===== config.mk =====
export PLATFORM = sky130hd
export DESIGN_NAME = barrett_reduce_pipe
export DESIGN_NICKNAME = d
export VERILOG_FILES = /design/src/rtl/barrett_reduce_pipe.sv
export SDC_FILE = /design/constraint.sdc
export NUM_CORES = 1
export LEC_CHECK = 0
export CORE_MARGIN = 2
export CORE_UTILIZATION = 50
export DETAILED_ROUTE_END_ITERATION = 10
export PLACE_DENSITY = 0.75
export SLEW_MARGIN = 20
export SYNTH_ARGS = -nofsm -noshare
export SYNTH_HDL_FRONTEND = slang
export SYNTH_SLANG_ARGS = --single-unit

===== constraint.sdc =====
create_clock -name clk -period 5.1 [get_ports clk]
set_clock_uncertainty 0.05 [all_clocks]
set_input_delay 1.02 -clock clk [delete_from_list [all_inputs] [get_ports clk]]
set_output_delay 1.02 -clock clk [all_outputs]
set_load 0.05 [all_outputs]

===== src/rtl/barrett_reduce_pipe.sv =====
// rtl/barrett_reduce_pipe.sv - 3-stage pipelined Barrett reduction of X mod PRIME with valid/ready and tag sideband
// Optional macro BARRETT_RANGE_CHECK_EN flags operands >= PRIME*PRIME on out_range_err.
module barrett_reduce_pipe #(
  parameter int unsigned PRIME  = 3329,
  parameter int unsigned MOD_W  = 12,
  parameter int unsigned DATA_W = 2 * MOD_W,
  parameter int unsigned MU     = (1 << (2 * MOD_W)) / PRIME,
  parameter int unsigned TAG_W  = 4
) (
  input  logic              clk,
  input  logic              rst,
  input  logic              in_valid,
  output logic              in_ready,
  input  logic [DATA_W-1:0] in_data,
  input  logic [TAG_W-1:0]  in_tag,
  output logic              out_valid,
  input  logic              out_ready,
  output logic [MOD_W-1:0]  out_data,
  output logic [TAG_W-1:0]  out_tag,
  output logic              out_range_err
);

  localparam int unsigned Q1_W   = DATA_W - MOD_W + 1;
  localparam int unsigned MU_W   = MOD_W + 1;
  localparam int unsigned P1_W   = Q1_W + MU_W;
  localparam int unsigned Q2_W   = P1_W - MOD_W - 1;
  localparam int unsigned QP_W   = Q2_W + MOD_W;
  localparam int unsigned DIFF_W = (DATA_W > QP_W) ? DATA_W : QP_W;
  localparam int unsigned R_W    = MOD_W + 2;

  localparam logic [MU_W-1:0]  MU_C    = MU_W'(MU);
  localparam logic [MOD_W-1:0] PRIME_C = MOD_W'(PRIME);
  localparam logic [R_W-1:0]   P1_R    = R_W'(PRIME);
  localparam logic [R_W-1:0]   P2_R    = R_W'(2 * PRIME);

  logic              en1, en2, en3;
  logic [Q1_W-1:0]   q1;
  logic [Q2_W-1:0]   q2;
  logic [R_W-1:0]    corr;

  logic              v1_q, v1_d;
  logic [DATA_W-1:0] x1_q, x1_d;
  logic [P1_W-1:0]   p1_q, p1_d;
  logic [TAG_W-1:0]  tag1_q, tag1_d;

  logic              v2_q, v2_d;
  logic [R_W-1:0]    r2_q, r2_d;
  logic [TAG_W-1:0]  tag2_q, tag2_d;

  logic              v3_q, v3_d;
  logic [MOD_W-1:0]  d3_q, d3_d;
  logic [TAG_W-1:0]  tag3_q, tag3_d;

  assign in_ready  = !(v3_q && !out_ready);
  assign out_valid = v3_q;
  assign out_data  = d3_q;
  assign out_tag   = tag3_q;

  always_comb begin
    // A stage may load whenever it is empty or its successor is moving, which collapses bubbles.
    en3 = !v3_q || out_ready;
    en2 = !v2_q || en3;
    en1 = !v1_q || en2;

    q1 = Q1_W'(in_data >> (MOD_W - 1));
    q2 = Q2_W'(p1_q >> (MOD_W + 1));

    if (r2_q >= P2_R) begin
      corr = r2_q - P2_R;
    end else if (r2_q >= P1_R) begin
      corr = r2_q - P1_R;
    end else begin
      corr = r2_q;
    end

    v1_d   = v1_q;
    x1_d   = x1_q;
    p1_d   = p1_q;
    tag1_d = tag1_q;
    if (en1) begin
      v1_d   = in_valid && in_ready;
      x1_d   = in_data;
      p1_d   = P1_W'(q1) * P1_W'(MU_C);
      tag1_d = in_tag;
    end

    v2_d   = v2_q;
    r2_d   = r2_q;
    tag2_d = tag2_q;
    if (en2) begin
      v2_d   = v1_q;
      // The true remainder is below 3*PRIME, so the low R_W bits of the wide difference are exact.
      r2_d   = R_W'(DIFF_W'(x1_q) - DIFF_W'(q2) * DIFF_W'(PRIME_C));
      tag2_d = tag1_q;
    end

    v3_d   = v3_q;
    d3_d   = d3_q;
    tag3_d = tag3_q;
    if (en3) begin
      v3_d   = v2_q;
      d3_d   = MOD_W'(corr);
      tag3_d = tag2_q;
    end
  end

  always_ff @(posedge clk or negedge rst) begin
    if (!rst) begin
      v1_q   <= 1'b0;
      x1_q   <= '0;
      p1_q   <= '0;
      tag1_q <= '0;
      v2_q   <= 1'b0;
      r2_q   <= '0;
      tag2_q <= '0;
      v3_q   <= 1'b0;
      d3_q   <= '0;
      tag3_q <= '0;
    end else begin
      v1_q   <= v1_d;
      x1_q   <= x1_d;
      p1_q   <= p1_d;
      tag1_q <= tag1_d;
      v2_q   <= v2_d;
      r2_q   <= r2_d;
      tag2_q <= tag2_d;
      v3_q   <= v3_d;
      d3_q   <= d3_d;
      tag3_q <= tag3_d;
    end
  end

`ifdef BARRETT_RANGE_CHECK_EN
  localparam logic [DATA_W:0] PSQ_C = (DATA_W + 1)'(PRIME * PRIME);

  logic err1_q, err1_d;
  logic err2_q, err2_d;
  logic err3_q, err3_d;

  always_comb begin
    err1_d = err1_q;
    err2_d = err2_q;
    err3_d = err3_q;
    if (en1) err1_d = ({1'b0, in_data} >= PSQ_C);
    if (en2) err2_d = err1_q;
    if (en3) err3_d = err2_q;
  end

  always_ff @(posedge clk or negedge rst) begin
    if (!rst) begin
      err1_q <= 1'b0;
      err2_q <= 1'b0;
      err3_q <= 1'b0;
    end else begin
      err1_q <= err1_d;
      err2_q <= err2_d;
      err3_q <= err3_d;
    end
  end

  assign out_range_err = err3_q;
`else
  assign out_range_err = 1'b0;
`endif

endmodule


Word-level counts from Yosys, hierarchy flattened
Cells that the tools add are included.
{"block": "totals", "regBits": 81, "output_inout_bits": 19}
{"block": "op_classes", "reduce_logical": 10, "add_sub_neg": 3, "n_lt_le_gt_ge": 2, "n_mux": 2, "n_mul": 2}
{"op": "13-bit by 13-bit multiplier with 26-bit output, second input constant", "n": 1}
{"op": "12-bit 2-to-1 mux", "n": 2}
{"op": "12-bit subtractor, second input constant", "n": 2}
{"op": "14-bit by 12-bit greater-or-equal comparator with 1-bit output, second input constant", "n": 1}
{"op": "14-bit by 13-bit greater-or-equal comparator with 1-bit output, second input constant", "n": 1}
{"op": "13-bit by 12-bit multiplier with 14-bit output, second input constant", "n": 1}
{"op": "14-bit subtractor", "n": 1}
{"op": "1-bit zero test", "n": 5}
{"op": "1-bit logical OR", "n": 3}
{"op": "1-bit logical AND", "n": 2}

Depth between registers and ports, before layout
Gate-level depths: netlist of the first run.
{"block": "depth", "depth_word": 4, "depth_mapped": 19, "depth_no_buf": 19}

Least setup slack after synthesis of the first run
No wires, ideal clock.
{"block": "synth_path", "path_type": "input -> register", "from": "in in_data[17]", "to": "reg p1_q[25]", "setup_ns": 0.069, "setup_slack_ns": -0.403, "t_arrival_ns": 5.384, "stages": 15, "path_cell_list": "fa_1 -> ha_1 -> fa_1 -> fa_1 -> inv_1 -> fa_1 -> inv_1 -> ha_1 -> a21o_1 -> a21o_1 -> a21o_1 -> a22o_1 -> or3_4 -> a2111o_1 -> nand3_1"}
{"block": "synth_between", "elab_chain_len": 1}
{"element": "start, declared", "line": "14", "rtl": "input logic [DATA_W-1:0] in_data,"}
{"element": "13-bit by 13-bit multiplier with 26-bit output", "line": "83", "rtl": "p1_d = P1_W'(q1) * P1_W'(MU_C);"}
{"element": "end signal, assigned", "line": "122", "rtl": "p1_q <= p1_d;"}
{"element": "end, declared", "line": "43", "rtl": "logic [P1_W-1:0] p1_q, p1_d;"}
No other way between the ends.
A chain may end at the register's enable or synchronous reset.

Worst setup path in the final report of the first run
{"block": "layout_path", "from": "in in_data[19]", "to": "reg p1_q[25]"}
The elaborated chain is that of the path after synthesis.

==> qor.yml, run 1 <==
synth_area_sq_mm: 0.007462
grt_max_degree: 37
fin_cells: 1098
timing.fmax_mhz: 194.3
synth_xor_area_frac: 0.03756
drv_cap: 0
crit_path_end_kind: "flip-flop"
synth_top_area_cell: "dfrtp_1"
finalMaxSlewViolations: 0
cts-root-buf: "clkbuf_16"
synthAdderAreaFrac: 0.4108
hp-start: "out_tag[0]$_DFFE_PN0P_"
initial_core_util: 0.5134
synth_top_family_by_area: "adder cells"
final_util: 0.6334
period_needed_ns: 5.148
route.detailed.drc: 0
cp.arrival_ns: 5.36
ys_seq_elements: 68
yosysSeqAreaShare: 0.2280
ys_types: 63
worstPathMaxFanout: 5
status: "complete, but fails checks"
finalSetupViolCount: 6
grtUsageTotal: 0.2052
netlist_top_cells_count: "143 x inv_1, 133 x ha_1, 106 x nand2_1"
worstHoldPathType: "flip-flop to flip-flop"
die_h_um: 126.2
grt_pass1_vias: 5876
dieArea_sq_mm: 0.01592
synth-edff-count: 0
nNetsFinal: 1144
wire_per_inst_um: 14.07
clkLatencyLatePin_ns: 0.33
die_w_um: 126.2
clock_sinks: 68
worstSetupStartpoint: "in_data[19]"
placed_cells: 1074
rows: 44
dp_hpwl_um: 12620
violations: "negative setup slack"
r2r_start: "x1_q[3]$_DFFE_PN0P_"
cts_buffers: 9
numPortBuffers: 49
via_per_inst: 5.219
grt_antenna_before_repair: 0
ys_warn_count: 0
antenna_left: 0
fillerInstances: 1139
synth_area_per_cell_sq_um: 9.398
ios: 51
gr-total-overflow: 0
timing.final.crit_share: 1.009
tritoncts: "built"
synth_compound_area_frac: 0.1135
clockBufferDepth: 2
core_sq_mm: 0.01453
syn2layout_area_growth_pct: 23.37
synthMuxAreaShare: 0.001341
tightest_slew_ns: 0.7752
clk_pin_slew_worst_paths_ns: 0.06
crit_type: "input pin to flip-flop"
grt_pass1_wl_um: 26970
synth_ff_type: "dfrtp_1"
layout-drive-gt1-share: 0.1685
setup_ws_ns: -0.04793
synth_most_common_cell: "inv_1"
slew_headroom: 0.4832
synthDominantCellAreaShare: 0.2280
synthArstFlopShare: 1.000
crit_path_start_kind: "input pin"
yosys.area_share.simple: 0.1224
gp_congestion: 0.9213
dr.pass1.iters: 4
vias: 5731
drtIter0Drc: 256
synthTopCellsByArea: "dfrtp_1 23%, ha_1 22%, fa_1 19%"
rsz0062_at_grt: "true"
routed_wl_um: 15450
cts.htree.levels: 3
final-hold-violation-count: 0
n_antenna_cell: 0
required_ns: 5.32
syn_inst: 794
syn_nets: 1029
## cell usage in the layout (no fill, tap or decap), types with 3 or more instances in the layout
cell,synthesis,final
o21ai_1,5,5
ha_1,133,121
fa_1,70,65
ha_4,0,8
or3_1,6,6
clkbuf_16,0,9
ha_2,0,4
a211oi_1,4,4
and3_1,7,6
xor2_1,12,12
a21o_1,9,9
clkdlybuf4s50_1,0,35
buf_6,3,8
nand3b_1,3,3
o21ai_0,31,30
buf_4,1,72
nor2_1,27,27
a21oi_1,28,25
o31ai_1,11,9
nand4_1,5,5
o21a_1,8,8
o211ai_1,3,3
nand3_1,13,13
inv_2,0,11
fa_2,0,5
nor3_1,12,11
dfrtp_1,68,68
xnor2_1,20,20
nand2b_1,4,4
inv_1,143,131
nand2_1,106,106
## metrics by stage
step	setup slack [ns]	setup TNS (ns)	cell area, sq um	hold WS (ns)
6_report	-0.04793	-0.1305	9206	0.4137
5_1_grt	-0.1497	-1.121	9206	0.4347
4_1_cts	-0.08206	-0.2785	9092	0.4182
3_5_place_dp	-0.9409	-10.00	8670	0.4048
3_3_place_gp	-0.8612	-8.892	8670	0.3988
2_1_floorplan	-0.1412	-0.2705	7557	0.3886
## critical path, stage by stage
cell	delay, ns
buf_12	0.11
fa_1	0.53
fa_1	0.58
fa_1	0.43
fa_1	0.51
inv_2	0.04
fa_1	0.51
inv_2	0.05
ha_4	0.23
nand4_1	0.14
o21ai_2	0.09
a31oi_4	0.22
a211oi_4	0.11
or3_4	0.36
a2111o_1	0.36
nand3_1	0.06
## sequential cells by signal, indices dropped and copies added (netlist names)
signal and flops:
x1_q 14, tag1_q 4, r2_q 14, v1_q 1
v2_q 1, p1_q 13, tag2_q 4, out_tag 4
out_data 12, out_valid 1
## path summary, 6_finish.rpt
kind / end / slack, ns / depth (start not counted)
max in group asynchronous: p1_q[14]$_DFFE_PN0P_ / 3.34 / 2
min in group asynchronous: out_data[4]$_DFFE_PN0P_ / 0.71 / 1
worst max register to register: r2_q[13]$_DFFE_PN0P_ / 0.71 / 14
worst min register to register: out_tag[0]$_DFFE_PN0P_ / 0.41 / 2
worst min-delay path: out_tag[0]$_DFFE_PN0P_ / 0.41 / 2
worst max-delay path: p1_q[25]$_DFFE_PN0P_ / -0.05 / 16
## metal layers
layer / wire, um / part of all wire / global-route usage / up-vias
met3: 734 / 0.047 / 0.04333 / 15
met2: 7418 / 0.48 / 0.3409 / 122
met1: 7126 / 0.46 / 0.2822 / 2746
li1: - / - / - / 2848
met5: 0 / 0 / 0 / -
met4: 172 / 0.011 / 0.03620 / 0
## area by class of cell
cell class | instances | area, sq um | area share
Clock buffer | 9 | 225.2 | 0.02446
Timing Repair Buffer | 124 | 1054 | 0.1144
Sequential cell | 68 | 1702 | 0.1848
Clock inverter | 7 | 98.84 | 0.01074
Multi-Input combinational cell | 563 | 5356 | 0.5818
Tap cell | 184 | 230.2 | 0.02501
Inverter | 143 | 540.5 | 0.05871
## cells by family (layout without fill, tap and decap cells)
| logic type | after synthesis | after routing |
|---|---|---|
| xor+xnor | 32 | 32 |
| mux | 1 | 1 |
| fa+ha+maj | 203 | 203 |
| flops | 68 | 68 |
| buf+inv | 163 | 283 |
| compound gates | 128 | 128 |
| other cells | 1 | 1 |
| simple gates | 198 | 198 |
## timing repair
action / CTS / global route
resized for setup: 64 / 32
endpoints found under the setup margin: 13 / 11
pin swaps: 28 / 32
hold buffers: 0 / 0
buffers inserted: 6 / 2
Power of run 1 is not shown: default switching activity piles up to over one toggle a cycle in this logic, so the estimate is an artifact.
==> run 2, diff against run 1 <==
--- a/config.mk
+++ b/config.mk
@@ -9,7 +9,6 @@
 export CORE_UTILIZATION = 50
 export DETAILED_ROUTE_END_ITERATION = 10
 export PLACE_DENSITY = 0.75
-export SLEW_MARGIN = 20
 export SYNTH_ARGS = -nofsm -noshare
 export SYNTH_HDL_FRONTEND = slang
 export SYNTH_SLANG_ARGS = --single-unit
==> results of run 2 <==
Same layout as run 1: the final DEF is identical, and so are final timing and power.
Power of run 2 is left out for the same reason.
